--- src/rtl/reg_write_arbiter_pkg.sv ---
// rtl/reg_write_arbiter_pkg.sv - register map, address limit and FSM encoding for the write arbiter
package reg_write_arbiter_pkg;

    localparam logic [6:0] ADDR_EN_OUT_LO   = 7'h00;
    localparam logic [6:0] ADDR_EN_OUT_HI   = 7'h01;
    localparam logic [6:0] ADDR_EN_PWM_LO   = 7'h02;
    localparam logic [6:0] ADDR_EN_PWM_HI   = 7'h03;
    localparam logic [6:0] ADDR_PWM_DUTY    = 7'h04;
    localparam logic [6:0] MAX_ADDR_DEFAULT = 7'h04;

    typedef enum logic {
        ST_IDLE   = 1'b0,
        ST_COMMIT = 1'b1
    } state_t;

endpackage

--- src/rtl/reg_write_arbiter_if.sv ---
// rtl/reg_write_arbiter_if.sv - two-requester register write request bus
interface reg_write_arbiter_if;

    logic       req0_valid;
    logic [6:0] req0_addr;
    logic [7:0] req0_data;
    logic       req0_ready;
    logic       req1_valid;
    logic [6:0] req1_addr;
    logic [7:0] req1_data;
    logic       req1_ready;

    modport master (
        output req0_valid, req0_addr, req0_data,
        output req1_valid, req1_addr, req1_data,
        input  req0_ready, req1_ready
    );

    modport slave (
        input  req0_valid, req0_addr, req0_data,
        input  req1_valid, req1_addr, req1_data,
        output req0_ready, req1_ready
    );

endinterface

--- src/rtl/reg_write_arbiter_rr_arb2.sv ---
// rtl/reg_write_arbiter_rr_arb2.sv - two-way round-robin grant with last-grant memory
module rr_arb2 (
    input  logic       clk,
    input  logic       rst,
    input  logic [1:0] req,
    input  logic       update,
    output logic [1:0] grant,
    output logic       grant_idx
);

    logic last_grant_q;

    // On a tie the requester not served last wins.
    always_comb begin
        grant_idx = 1'b0;
        grant     = 2'b00;
        if (req == 2'b11) begin
            grant_idx = ~last_grant_q;
        end else if (req[1]) begin
            grant_idx = 1'b1;
        end
        if (req != 2'b00) begin
            grant = grant_idx ? 2'b10 : 2'b01;
        end
    end

    always_ff @(posedge clk) begin
        if (rst) begin
            last_grant_q <= 1'b1;
        end else if (update && (req != 2'b00)) begin
            last_grant_q <= grant_idx;
        end
    end

endmodule

--- src/rtl/reg_write_arbiter.sv ---
// rtl/reg_write_arbiter.sv - arbitrates two register write requesters into a five-register bank
module reg_write_arbiter
    import reg_write_arbiter_pkg::*;
#(
    parameter logic [6:0] MAX_ADDR = MAX_ADDR_DEFAULT
) (
    input  logic               clk,
    input  logic               rst,
    reg_write_arbiter_if.slave req,
    output logic [7:0]         en_reg_out_7_0,
    output logic [7:0]         en_reg_out_15_8,
    output logic [7:0]         en_reg_pwm_7_0,
    output logic [7:0]         en_reg_pwm_15_8,
    output logic [7:0]         pwm_duty_cycle,
    output logic               wr_done,
    output logic               wr_src,
    output logic               err_addr,
    output logic               busy
);

    state_t     state_q;
    state_t     state_d;
    logic [6:0] addr_q;
    logic [7:0] data_q;
    logic       src_q;
    logic [1:0] grant;
    logic       grant_idx;
    logic       accept;

    rr_arb2 u_arb (
        .clk       (clk),
        .rst       (rst),
        .req       ({req.req1_valid, req.req0_valid}),
        .update    (accept),
        .grant     (grant),
        .grant_idx (grant_idx)
    );

    always_comb begin
        state_d = state_q;
        accept  = 1'b0;
        case (state_q)
            ST_IDLE: begin
                if (!rst && (grant != 2'b00)) begin
                    accept  = 1'b1;
                    state_d = ST_COMMIT;
                end
            end
            ST_COMMIT: state_d = ST_IDLE;
            default:   state_d = ST_IDLE;
        endcase
    end

    assign req.req0_ready = accept & grant[0];
    assign req.req1_ready = accept & grant[1];
    assign busy           = (state_q == ST_COMMIT);

    // Reset during COMMIT wins over the commit, so a pending write is dropped silently.
    always_ff @(posedge clk) begin
        if (rst) begin
            state_q         <= ST_IDLE;
            addr_q          <= 7'h00;
            data_q          <= 8'h00;
            src_q           <= 1'b0;
            en_reg_out_7_0  <= 8'h00;
            en_reg_out_15_8 <= 8'h00;
            en_reg_pwm_7_0  <= 8'h00;
            en_reg_pwm_15_8 <= 8'h00;
            pwm_duty_cycle  <= 8'h00;
            wr_done         <= 1'b0;
            wr_src          <= 1'b0;
            err_addr        <= 1'b0;
        end else begin
            state_q  <= state_d;
            wr_done  <= 1'b0;
            err_addr <= 1'b0;
            if (accept) begin
                addr_q <= grant_idx ? req.req1_addr : req.req0_addr;
                data_q <= grant_idx ? req.req1_data : req.req0_data;
                src_q  <= grant_idx;
            end
            if (state_q == ST_COMMIT) begin
                wr_src <= src_q;
                if (addr_q <= MAX_ADDR) begin
                    wr_done <= 1'b1;
                    case (addr_q)
                        ADDR_EN_OUT_LO: en_reg_out_7_0  <= data_q;
                        ADDR_EN_OUT_HI: en_reg_out_15_8 <= data_q;
                        ADDR_EN_PWM_LO: en_reg_pwm_7_0  <= data_q;
                        ADDR_EN_PWM_HI: en_reg_pwm_15_8 <= data_q;
                        ADDR_PWM_DUTY:  pwm_duty_cycle  <= data_q;
                        default: ;
                    endcase
                end else begin
                    err_addr <= 1'b1;
                end
            end
        end
    end

endmodule

--- src/flat_wrapper.sv ---
// flat-port wrapper written by rule: the top's interface ports become plain ports
module reg_write_arbiter_flat import reg_write_arbiter_pkg::*;
#(
    parameter logic [6:0] MAX_ADDR = MAX_ADDR_DEFAULT
)
  (clk, rst, en_reg_out_7_0, en_reg_out_15_8, en_reg_pwm_7_0, en_reg_pwm_15_8, pwm_duty_cycle, wr_done, wr_src, err_addr, busy, req_req0_valid, req_req0_addr, req_req0_data, req_req1_valid, req_req1_addr, req_req1_data, req_req0_ready, req_req1_ready);
  reg_write_arbiter_if req_i ();
  input  logic clk;
  input  logic rst;
  output logic [7:0] en_reg_out_7_0;
  output logic [7:0] en_reg_out_15_8;
  output logic [7:0] en_reg_pwm_7_0;
  output logic [7:0] en_reg_pwm_15_8;
  output logic [7:0] pwm_duty_cycle;
  output logic wr_done;
  output logic wr_src;
  output logic err_addr;
  output logic busy;
  input wire logic [$bits(req_i.req0_valid)-1:0] req_req0_valid;
  input wire logic [$bits(req_i.req0_addr)-1:0] req_req0_addr;
  input wire logic [$bits(req_i.req0_data)-1:0] req_req0_data;
  input wire logic [$bits(req_i.req1_valid)-1:0] req_req1_valid;
  input wire logic [$bits(req_i.req1_addr)-1:0] req_req1_addr;
  input wire logic [$bits(req_i.req1_data)-1:0] req_req1_data;
  output wire logic [$bits(req_i.req0_ready)-1:0] req_req0_ready;
  output wire logic [$bits(req_i.req1_ready)-1:0] req_req1_ready;
  assign req_i.req0_valid = req_req0_valid;
  assign req_i.req0_addr = req_req0_addr;
  assign req_i.req0_data = req_req0_data;
  assign req_i.req1_valid = req_req1_valid;
  assign req_i.req1_addr = req_req1_addr;
  assign req_i.req1_data = req_req1_data;
  assign req_req0_ready = req_i.req0_ready;
  assign req_req1_ready = req_i.req1_ready;
  reg_write_arbiter #(.MAX_ADDR(MAX_ADDR)) u_core (.clk(clk), .rst(rst), .req(req_i), .en_reg_out_7_0(en_reg_out_7_0), .en_reg_out_15_8(en_reg_out_15_8), .en_reg_pwm_7_0(en_reg_pwm_7_0), .en_reg_pwm_15_8(en_reg_pwm_15_8), .pwm_duty_cycle(pwm_duty_cycle), .wr_done(wr_done), .wr_src(wr_src), .err_addr(err_addr), .busy(busy));
endmodule
--- config.mk ---
export PLATFORM = sky130hd
export DESIGN_NAME = reg_write_arbiter_flat
export DESIGN_NICKNAME = d
export VERILOG_FILES = /design/src/rtl/reg_write_arbiter_pkg.sv /design/src/rtl/reg_write_arbiter_if.sv /design/src/rtl/reg_write_arbiter_rr_arb2.sv /design/src/rtl/reg_write_arbiter.sv /design/src/flat_wrapper.sv
export SDC_FILE = /design/constraint.sdc
export NUM_CORES = 1
export LEC_CHECK = 0
export BUFFER_PORTS_ARGS = -buffer_cell sky130_fd_sc_hd__buf_4
export CORE_ASPECT_RATIO = 2
export CORE_MARGIN = 5
export CORE_UTILIZATION = 45
export CTS_CLUSTER_DIAMETER = 50
export DETAILED_ROUTE_END_ITERATION = 6
export PLACE_DENSITY = 0.77
export SYNTH_ARGS = -nofsm -noshare
export SYNTH_HDL_FRONTEND = slang
export SYNTH_SLANG_ARGS = --single-unit
--- constraint.sdc ---
create_clock -name clk -period 1.5 [get_ports clk]
set_clock_uncertainty 0.15 [all_clocks]
set_input_delay 0.15 -clock clk [delete_from_list [all_inputs] [get_ports clk]]
set_output_delay 0.15 -clock clk [all_outputs]
set_load 0.005 [all_outputs]
==> impl_metrics.json <==
{
  "outcome": "completed",
  "drt-pass1-iter-count": 4,
  "grt_first_pass_wirelength_microns": 10600,
  "fin_nets": 412,
  "dieHeight_microns": 116,
  "final_common_cell": "buf_4",
  "cts_buffer_depth": 2,
  "synth_fp_nets": 290,
  "worstSetupPathType": "reg -> reg",
  "numCtsBuffers": 9,
  "grt_pass1_vias": 2386,
  "slew_headroom_pct": 71.8,
  "dpl_cell_area_sq_mm": 0.00327,
  "cp_max_fo": 5,
  "ant_nets": 0,
  "fin_crit_sh_pct": 99.2,
  "setup_slack_ps": 12.1,
  "syn_area_sq_mm": 0.00254,
  "tightest_slew_ps": 424,
  "slew_viol_final": 0,
  "finalInstanceArea_sq_mm": 0.00384,
  "reg2reg_depth": 4,
  "clk_pin_slew_ps": 60,
  "hold_class": "in -> reg",
  "initial_core_util_pct": 46.5,
  "routed_wl_microns": 6560,
  "cts_root_buffer": "clkbuf_8",
  "antenna_found_initial": 0,
  "syn_area_per_cell_sq_um": 9.94,
  "core.rowCount": 38,
  "antenna_cells": 0,
  "core_area_sq_mm": 0.00547,
  "hold_viol": 0,
  "holdCritStartpoint": "req_req1_addr[4]",
  "drcViolationCount": 0,
  "die_w_microns": 63.2,
  "synth_warnings": 0,
  "port_buffers": 79,
  "drive_above_1_share_pct": 34.7,
  "drv_cap": 0,
  "hold_end": "u_core.addr_q[4]",
  "p_clk_share_pct": 39.8,
  "drt_iter0_markers": 66,
  "yosys.cell_types.count": 27,
  "critPathArrivalTime_ps": 1590,
  "grt-ovfl-total": 0,
  "seq_area_sq_mm": 0.00122,
  "cts_tree": "done",
  "grt_max_degree": 57,
  "post-route-min-period_ps": 1490,
  "multiInputGateArea_sq_mm": 0.00129,
  "ios": 80,
  "min_path_cells": 3,
  "mostFrequentLayoutCells": "buf_4, dfxtp_1, nand2b_1",
  "fin_tns_setup_ps": 0,
  "synth_top_cell_by_area": "dfxtp_1",
  "synth-seq-cells": 61,
  "fin_hold_ws_ps": 30.8,
  "power_leakage_nw": 1.87,
  "critPathCaptureType": "register",
  "critPathLaunchType": "register",
  "wl_per_cell_microns": 14.8,
  "fillers": 409,
  "globalplace.congestion": 0.782,
  "pre_cts_slack_ps": 10.7,
  "fin_total_pwr_mw": 3.75,
  "p_per_area_mw_per_mm2": 976,
  "cp_cell_sequence": "nor4_4 -> buf_4 -> and4_4 -> mux2i_1",
  "cts.sinks": 61,
  "setup_violations": 0,
  "fmax_ghz": 0.672,
  "track_usage_pct": 18.4,
  "die_area_sq_mm": 0.00735,
  "slowest_stage": "dfxtp_2",
  "p_int_mw": 2.87,
  "yosysSeqAreaShare_pct": 48.0,
  "grt_setup_unrepaired": "yes",
  "synth_cells": 256,
  "crit-reg2reg-launch": "u_core.addr_q[6]",
  "rrSetupSlack_ps": 10,
  "area_growth_pct": 51.0,
  "insertion_delay_ps": 320,
  "max_stage_delay_ps": 330,
  "htreeDepth": 3,
  "crit_required_ps": 1600,
  "p_comb_share_pct": 14.1,
  "routed_via_density": 5.14,
  "p_sw_share_pct": 23.5,
  "synthTopCellsByArea": "dfxtp_1, mux2i_1, nand2b_1",
  "num_vias": 2275,
  "p_seq_share_pct": 46.1,
  "synth_top_area_share_pct": 48.0,
  "hpwl_microns": 4490,
  "reg2reg_to": "u_core.en_reg_pwm_15_8[1]",
  "irDropWorstVdd_v": 0.000898,
  "p_sw_mw": 0.881
}
[synth_stat cells]
cell / count
o21ai_0: 1
a211oi_1: 2
and4_2: 1
nand3_2: 1
dfxtp_1: 61
a21boi_1: 1
clkbuf_1: 14
a31oi_1: 13
nand4_4: 1
nor4_4: 1
o21ba_2: 1
nor3_1: 2
nand4b_1: 1
nand2b_1: 49
mux2i_1: 41
nand3b_1: 1
a21oi_1: 4
buf_2: 3
o21bai_1: 14
and4b_2: 1
nand2_1: 32
a21bo_1: 1
nand4_2: 1
nor2b_1: 1
nor2_1: 6
nand4b_2: 1
and3_2: 1
[registers in the layout (all words and copies together), names as in the netlist]
signal	cells
u_core.data_q	8
u_core.en_reg_out_15_8	8
u_core.en_reg_out_7_0	8
u_core.en_reg_pwm_15_8	8
u_core.en_reg_pwm_7_0	8
u_core.pwm_duty_cycle	8
u_core.addr_q	7
u_core.busy	1
u_core.err_addr	1
u_core.src_q	1
u_core.u_arb.last_grant_q	1
u_core.wr_done	1
u_core.wr_src	1
[timing repair]
action | in CTS | in global routing
pin swaps | 1 | 1
hold buffers | 28 | 0
cloned | 0 | 1
hold endpoints to repair | 15 | 0
setup endpoints to repair | 2 | 42
setup buffers | 2 | 1
resized for setup | 7 | 6
[how the worst max path moves through the flow]
stage / startpoint / to / slack, ps / cells after the start
global route: u_core.addr_q[6] / u_core.pwm_duty_cycle[0] / -50 / 4
CTS: u_core.addr_q[6] / u_core.en_reg_pwm_7_0[2] / 7 / 5
global placement: u_core.addr_q[6] / u_core.en_reg_pwm_7_0[7] / 30 / 5
detailed placement: u_core.addr_q[6] / u_core.en_reg_pwm_7_0[4] / 10 / 5
finish: u_core.addr_q[6] / u_core.en_reg_pwm_15_8[1] / 10 / 4
floorplan: u_core.addr_q[6] / u_core.en_reg_out_15_8[0] / -140 / 3
[worst max-delay path, delay by kind of cell (launching register included)]
family / cells / cell delay (ps)
buffers and inverters: 1 / 200
flip-flops: 1 / 330
multiplexers: 1 / 190
AND/OR/NAND/NOR: 2 / 540
[final cells by class]
class / instances / share of cell area, %
clock buffers: 12 / 4.30
clock inverters: 4 / 1.17
multi-input cells: 178 / 33.6
flip-flops and latches: 61 / 31.9
well taps: 60 / 1.96
repair buffers: 128 / 27.0
[stage by stage]
stage,cells,util (%)
final,443,70.2
after detailed placement,395,59.9
after CTS,441,69.7
after global routing,443,70.2
after global placement,395,59.9
after floorplan,256,-
[power by group through the flow]
| stage | clock (mW) | combinational (mW) | sequential, mW |
|---|---|---|---|
| floorplan | 0 | 0.243 | 1.75 |
| global placement | 0 | 0.420 | 1.76 |
| detailed placement | 0 | 0.424 | 1.76 |
| CTS | 1.51 | 0.502 | 1.73 |
| global route | 1.59 | 0.572 | 1.74 |
| finish | 1.49 | 0.527 | 1.73 |
[cells by family after synthesis]
group | count (synthesis) | synth area share, %
buffers and inverters | 17 | 2.66
AO/OA/AOI/OAI | 37 | 9.99
multiplexers | 41 | 16.1
AND/OR/NAND/NOR | 100 | 23.2
flip-flops | 61 | 48.0
[layer usage]
| metal | vias to the layer above | wire [microns] | track usage [%] |
|---|---|---|---|
| li1 | 1117 | - | - |
| met1 | 1080 | 2310 | 17.2 |
| met4 | 0 | 181 | 7.79 |
| met5 | - | 0 | 0 |
| met2 | 66 | 3750 | 36.4 |
| met3 | 12 | 315 | 4.62 |
Power figures use the tool's default switching activity.
